`config.mk`:
```
export PLATFORM = sky130hd
export DESIGN_NAME = pl_run_ctrl
export DESIGN_NICKNAME = d
export VERILOG_FILES = /design/src/rtl/pl_run_ctrl_pkg.sv /design/src/rtl/pl_run_ctrl_dbg_counter.sv /design/src/rtl/pl_run_ctrl.sv
export SDC_FILE = /design/constraint.sdc
export NUM_CORES = 1
export LEC_CHECK = 0
export ABC_CLOCK_PERIOD_IN_PS = 2800
export CAP_MARGIN = 20
export CORE_ASPECT_RATIO = 1.25
export CORE_UTILIZATION = 45
export CTS_BUF_LIST = sky130_fd_sc_hd__clkbuf_16
export CTS_CLUSTER_SIZE = 20
export DETAILED_ROUTE_END_ITERATION = 10
export GPL_ROUTABILITY_DRIVEN = 0
export PLACE_DENSITY = 0.94
export SYNTH_ARGS = -nofsm -noshare
export SYNTH_HDL_FRONTEND = slang
export SYNTH_SLANG_ARGS = --single-unit
```
`constraint.sdc`:
```
create_clock -name clk -period 2.8 [get_ports clk]
set_clock_uncertainty 0.2 [all_clocks]
set_input_delay 0.28 -clock clk [delete_from_list [all_inputs] [get_ports clk]]
set_output_delay 0.28 -clock clk [all_outputs]
set_load 0.05 [all_outputs]
```
`src/rtl/pl_run_ctrl_pkg.sv`:
```
// Shared definitions for the pipelined-CPU run/step/breakpoint controller.
// Also imported by the CPU top and the debug display for state decoding.
package pl_run_ctrl_pkg;

    localparam int unsigned CNT_W_DEF  = 32;
    localparam int unsigned STEP_W_DEF = 8;
    localparam int unsigned ADDR_W     = 32;
    localparam int unsigned INSN_W     = 32;

    typedef enum logic [1:0] {
        ST_PAUSE = 2'd0,
        ST_RUN   = 2'd1,
        ST_STEP  = 2'd2,
        ST_BRK   = 2'd3
    } run_state_e;

endpackage

```
`src/rtl/pl_run_ctrl_dbg_counter.sv`:
```
// Enable/clear counter that wraps modulo 2^W; clear wins over enable.
module dbg_counter #(
    parameter int unsigned W = 32
) (
    input  logic         clk,
    input  logic         rst,
    input  logic         i_en,
    input  logic         i_clr,
    output logic [W-1:0] o_cnt
);

    logic [W-1:0] r_cnt;

    always_ff @(posedge clk) begin
        if (rst || i_clr) begin
            r_cnt <= '0;
        end else if (i_en) begin
            r_cnt <= r_cnt + W'(1);
        end
    end

    assign o_cnt = r_cnt;

endmodule

```
`src/rtl/pl_run_ctrl.sv`:
```
// Run/step/breakpoint controller producing the CPU-wide clock enable,
// plus enabled-cycle and retired-instruction counters for debug display.
module pl_run_ctrl
    import pl_run_ctrl_pkg::*;
#(
    parameter int unsigned CNT_W  = CNT_W_DEF,
    parameter int unsigned STEP_W = STEP_W_DEF
) (
    input  logic              clk,
    input  logic              rst,
    input  logic              run,
    input  logic              step,
    input  logic [STEP_W-1:0] step_n,
    input  logic              brk_en,
    input  logic [ADDR_W-1:0] brk_addr,
    input  logic [ADDR_W-1:0] pc,
    input  logic [INSN_W-1:0] irw,
    input  logic              clr_cnt,
    output logic              cpu_en,
    output logic [1:0]        state,
    output logic              brk_hit,
    output logic [CNT_W-1:0]  cycle_cnt,
    output logic [CNT_W-1:0]  retire_cnt
);

    run_state_e        r_state;
    logic [STEP_W-1:0] r_step_left;
    logic              r_skip;
    logic              r_run_q;
    logic              r_brk_hit;

    logic              w_run_rise;
    logic              w_pc_at_brk;
    logic              w_match;
    logic [STEP_W-1:0] w_nstep;
    logic              w_step_last;
    logic              w_cpu_en;
    logic              w_retire;

    assign w_run_rise  = run & ~r_run_q;
    assign w_pc_at_brk = (pc == brk_addr);
    assign w_match     = brk_en & ~r_skip & w_pc_at_brk;
    assign w_nstep     = (step_n == '0) ? STEP_W'(1) : step_n;
    assign w_step_last = (r_step_left <= STEP_W'(1));
    assign w_retire    = w_cpu_en & (irw != '0);

    // A match blocks the enable in the same cycle, so the matching PC never reaches ID.
    always_comb begin
        w_cpu_en = 1'b0;
        case (r_state)
            ST_RUN:  w_cpu_en = ~w_match;
            ST_STEP: w_cpu_en = (r_step_left != '0) & ~w_match;
            default: w_cpu_en = 1'b0;
        endcase
    end

    always_ff @(posedge clk) begin
        if (rst) begin
            r_state     <= ST_PAUSE;
            r_step_left <= '0;
            r_skip      <= 1'b0;
            r_run_q     <= 1'b0;
            r_brk_hit   <= 1'b0;
        end else begin
            r_run_q <= run;

            // Re-arm the breakpoint once execution has moved off its address.
            if (w_cpu_en && !w_pc_at_brk) begin
                r_skip <= 1'b0;
            end

            case (r_state)
                ST_PAUSE: begin
                    if (run) begin
                        r_state <= ST_RUN;
                    end else if (step) begin
                        r_state     <= ST_STEP;
                        r_step_left <= w_nstep;
                    end
                end
                ST_RUN: begin
                    if (w_match) begin
                        r_state   <= ST_BRK;
                        r_brk_hit <= 1'b1;
                    end else if (!run) begin
                        r_state <= ST_PAUSE;
                    end
                end
                ST_STEP: begin
                    if (w_match) begin
                        r_state     <= ST_BRK;
                        r_brk_hit   <= 1'b1;
                        r_step_left <= '0;
                    end else if (run) begin
                        r_state     <= ST_RUN;
                        r_step_left <= '0;
                    end else if (w_step_last) begin
                        r_state     <= ST_PAUSE;
                        r_step_left <= '0;
                    end else begin
                        r_step_left <= r_step_left - STEP_W'(1);
                    end
                end
                ST_BRK: begin
                    if (w_run_rise) begin
                        r_state   <= ST_RUN;
                        r_skip    <= 1'b1;
                        r_brk_hit <= 1'b0;
                    end else if (step) begin
                        r_state     <= ST_STEP;
                        r_step_left <= w_nstep;
                        r_skip      <= 1'b1;
                        r_brk_hit   <= 1'b0;
                    end
                end
                default: r_state <= ST_PAUSE;
            endcase
        end
    end

    dbg_counter #(.W(CNT_W)) u_cycle_cnt (
        .clk   (clk),
        .rst   (rst),
        .i_en  (w_cpu_en),
        .i_clr (clr_cnt),
        .o_cnt (cycle_cnt)
    );

    dbg_counter #(.W(CNT_W)) u_retire_cnt (
        .clk   (clk),
        .rst   (rst),
        .i_en  (w_retire),
        .i_clr (clr_cnt),
        .o_cnt (retire_cnt)
    );

    assign cpu_en  = w_cpu_en;
    assign state   = r_state;
    assign brk_hit = r_brk_hit;

endmodule

```
==> impl_metrics.json, run 1 <==
{
  "synth_cells": 567,
  "place_ws_ps": -70.55,
  "routed-via-count": 5398,
  "htree_levels": 3,
  "numCtsBuffers": 9,
  "max_slew_margin_pct": 45.20,
  "initial_core_util_pct": 46.12,
  "synth_warnings": 0,
  "path_buf_inv": 3,
  "insertion_delay_ps": 330,
  "cpMaxStageDelayCell": "dfxtp_1",
  "critical_path_class": "flop to primary output",
  "yosys.area_share.simple_pct": 28.81,
  "synth_seq_area_share_pct": 33.07,
  "final_cell_area_sq_um": 7063,
  "clkTransAtPathRegs_ps": 60,
  "status": "finished, final reports clean",
  "crit-reg2reg-launch": "r_step_left[0]",
  "synth-adder-area-share_pct": 2.416,
  "antenna_left": 0,
  "tightest_slew_ps": 818.1,
  "ys_ff_latch": 77,
  "slew_viol_final": 0,
  "cp-start-kind": "flop",
  "slowest_delay_ps": 360,
  "drive_above_1_share_pct": 7.285,
  "p_leak_uw": 0.002535,
  "muxShareOfSynthArea_pct": 1.074,
  "viasPerCell": 6.106,
  "drt-pass1-iter-count": 5,
  "num_antenna_cells": 0,
  "combPwrFrac_pct": 20.2,
  "grt_usage_pct": 27.21,
  "whs_endpoint": "u_cycle_cnt.o_cnt[5]",
  "crit_path_cell_trace": "inv_1 -> ha_1 -> or3b_1 -> o21a_4 -> nor2_4 -> a311oi_4 -> buf_12 -> buf_4",
  "rsz0062_at_grt": "false",
  "grt_pass1_vias": 5299,
  "clockBufferDepth": 2,
  "synthDistinctLibCells": 66,
  "cts_tree": "built",
  "synth-compound-area-share_pct": 23.62,
  "seq_area_sq_um": 1543,
  "async_flop_share_pct": 0,
  "finalSetupViolations": 0,
  "drc": 0,
  "dp_hpwl_um": 11070,
  "synthTopCellsByArea": "dfxtp_1, xnor2_1, a21oi_1, nand2_1, or4_1",
  "cp_data_arrival_time_ps": 2250,
  "rows": 41,
  "p_per_area_nw_per_um2": 436.5,
  "fmax_mhz": 366.4,
  "end_kind": "primary output",
  "maxCapViolations": 0,
  "hold_violations": 0,
  "synth-xor-area-share_pct": 6.765,
  "critPathRequiredTime_ps": 2320,
  "drtIter0Drc": 399,
  "antenna_found_initial": 0,
  "wl_per_cell_um": 16.54,
  "synth_top_family_by_area": "simple AND/OR/NAND/NOR gates",
  "avgSynthCellArea_sq_um": 8.220,
  "syn2layout_area_growth_pct": 51.54,
  "overflow": 0,
  "coreArea_sq_um": 10110,
  "cts_root_buf": "clkbuf_16",
  "cts_num_sinks": 77,
  "p_int_uw": 2294,
  "synth.largest_area_cell": "dfxtp_1",
  "swShare_pct": 25.61,
  "fin_setup_tns_ps": 0,
  "grt_pass1_wl_um": 23940,
  "nNetsFinal": 869,
  "min_delay_path_depth": 2,
  "synthFlopType": "dfxtp_1",
  "hold_buffers": 0,
  "min_period_ps": 2729,
  "post_dp_cell_area_sq_um": 6695,
  "min_from": "u_cycle_cnt.o_cnt[5]",
  "port_buffers": 177,
  "netSwitchingPower_uw": 789.5,
  "ios": 178,
  "synth_top_area_share_pct": 33.07,
  "reg2reg_depth": 9,
  "p_seq_share_pct": 37.2,
  "critPathMaxFanout": 19,
  "critPathTopFamily": "compound AO/OA/AOI/OAI gates",
  "finalCritPeriodShare_pct": 97.48,
  "worstHoldPathType": "flop to flop",
  "synth_area_sq_um": 4661,
  "grt_max_degree": 29,
  "wirelength_um": 14620,
  "r2r_end": "u_retire_cnt.o_cnt[10]",
  "cp.depth": 8,
  "setup_ws_ps": 70.68,
  "clock_power_share_pct": 42.6,
  "die_h_um": 115.8,
  "synth-edff-count": 0,
  "dieArea_sq_um": 10770,
  "r2r_slack_ps": 160,
  "die_w_um": 93.03,
  "fillCellCount": 725,
  "multiInputGateArea_sq_um": 2958,
  "synth_fp_nets": 686,
  "worst_ir_drop_vdd_v": 0.0002929
}
-- stage by stage --
| step | utilization (%) | total power [uW] | hold slack [ps] | cells |
|---|---|---|---|---|
| floorplan | - | 1485 | 208.2 | 567 |
| global placement | 66.25 | 1746 | 272.6 | 868 |
| detailed placement | 66.25 | 1771 | 278.3 | 868 |
| CTS | 69.65 | 3076 | 292.5 | 884 |
| global route | 69.89 | 3189 | 312.0 | 884 |
| finish | 69.89 | 3083 | 294.2 | 884 |
-- worst max-delay path by stage --
stage,start,to,slack [ps]
floorplan,state[1],u_cycle_cnt.o_cnt[12],20
global placement,brk_addr[1],brk_hit,30
detailed placement,pc[20],brk_hit,-70
CTS,r_step_left[0],cpu_en,50
global route,state[1],cpu_en,5
finish,r_step_left[0],cpu_en,70
-- power groups by stage --
stage / registers, uW / clock network, uW / logic (uW)
after floorplan: 1190 / 0 / 296
final: 1150 / 1310 / 623
after global routing: 1150 / 1370 / 666
after global placement: 1170 / 0 / 579
after detailed placement: 1170 / 0 / 602
after CTS: 1140 / 1320 / 608
-- sequential cells by signal (all words and copies together), names as in the netlist --
signal              cells
u_cycle_cnt.o_cnt      32
u_retire_cnt.o_cnt     32
r_step_left             8
state                   2
brk_hit                 1
r_run_q                 1
r_skip                  1
-- timing repair --
action,in CTS,in global routing
gates resized for setup,1,3
setup buffers,0,0
endpoints found under the setup margin,6,1
-- Yosys cell counts, types with 15 or more instances --
| master | instances |
|---|---|
| a21oi_1 | 49 |
| xnor2_1 | 34 |
| or3_1 | 19 |
| and3_1 | 23 |
| nand2_1 | 45 |
| or4_1 | 22 |
| nand3_1 | 20 |
| dfxtp_1 | 77 |
| nor2_1 | 26 |
| o31ai_1 | 18 |
| nor4_1 | 15 |
| clkbuf_1 | 18 |
| a31oi_1 | 17 |
| o21ai_0 | 17 |
| inv_1 | 19 |
| nand4_1 | 21 |
-- final cells by class --
type / instances / share of cell area, %
clock buffers: 9 / 3.189
clock inverters: 7 / 1.594
inverters: 19 / 1.010
multi-input cells: 443 / 41.88
flip-flops and latches: 77 / 21.84
well taps: 129 / 2.285
repair buffers: 200 / 28.20
-- placed cells by master (no fill, tap or decap), drive strengths merged, types with 9 or more instances in the layout --
cell / count
o21ai: 24
o31ai: 19
xnor2: 34
a21oi: 49
nor2: 27
clkdlybuf4s50: 176
or3: 19
dfxtp: 77
a31oi: 17
nand3: 20
nor4: 15
and3: 23
buf: 24
or4: 24
a41o: 12
clkbuf: 9
nand2: 45
ha: 9
inv: 21
nand4: 21
nor3: 9
-- worst reg2reg max path, delay by kind of cell, from the launching register on --
kind / cells / cell delay, ps
AOI/OAI and AO/OA: 4 / 890
and+or+nand+nor: 2 / 650
adders and majority gates: 1 / 240
buffers and inverters: 2 / 240
DFF: 1 / 360
-- routing by layer --
| metal | share of wire [%] | track usage (%) | vias to the layer above | routed length (um) |
|---|---|---|---|---|
| met2 | 54 | 51.57 | 275 | 7823 |
| met4 | 2.9 | 11.38 | 0 | 425 |
| li1 | - | - | 2552 | - |
| met3 | 6.0 | 4.068 | 38 | 882 |
| met1 | 38 | 30.00 | 2533 | 5487 |
| met5 | 0 | 0 | - | 0 |
-- cell families (layout without fill, tap and decap cells) --
kind of cell    after synthesis  after routing
compound gates              159            159
fa+ha+maj                     9              9
simple gates                234            234
flops                        77             77
xor+xnor                     36             36
buf+inv                      47            235
mux                           5              5
Power figures use the tool's default switching activity.
==> run 2: changes to the inputs <==
Settings changed: CAP_MARGIN 20 to unset.
==> results of run 2 <==
Final layout, timing and power as in run 1 (identical DEF).
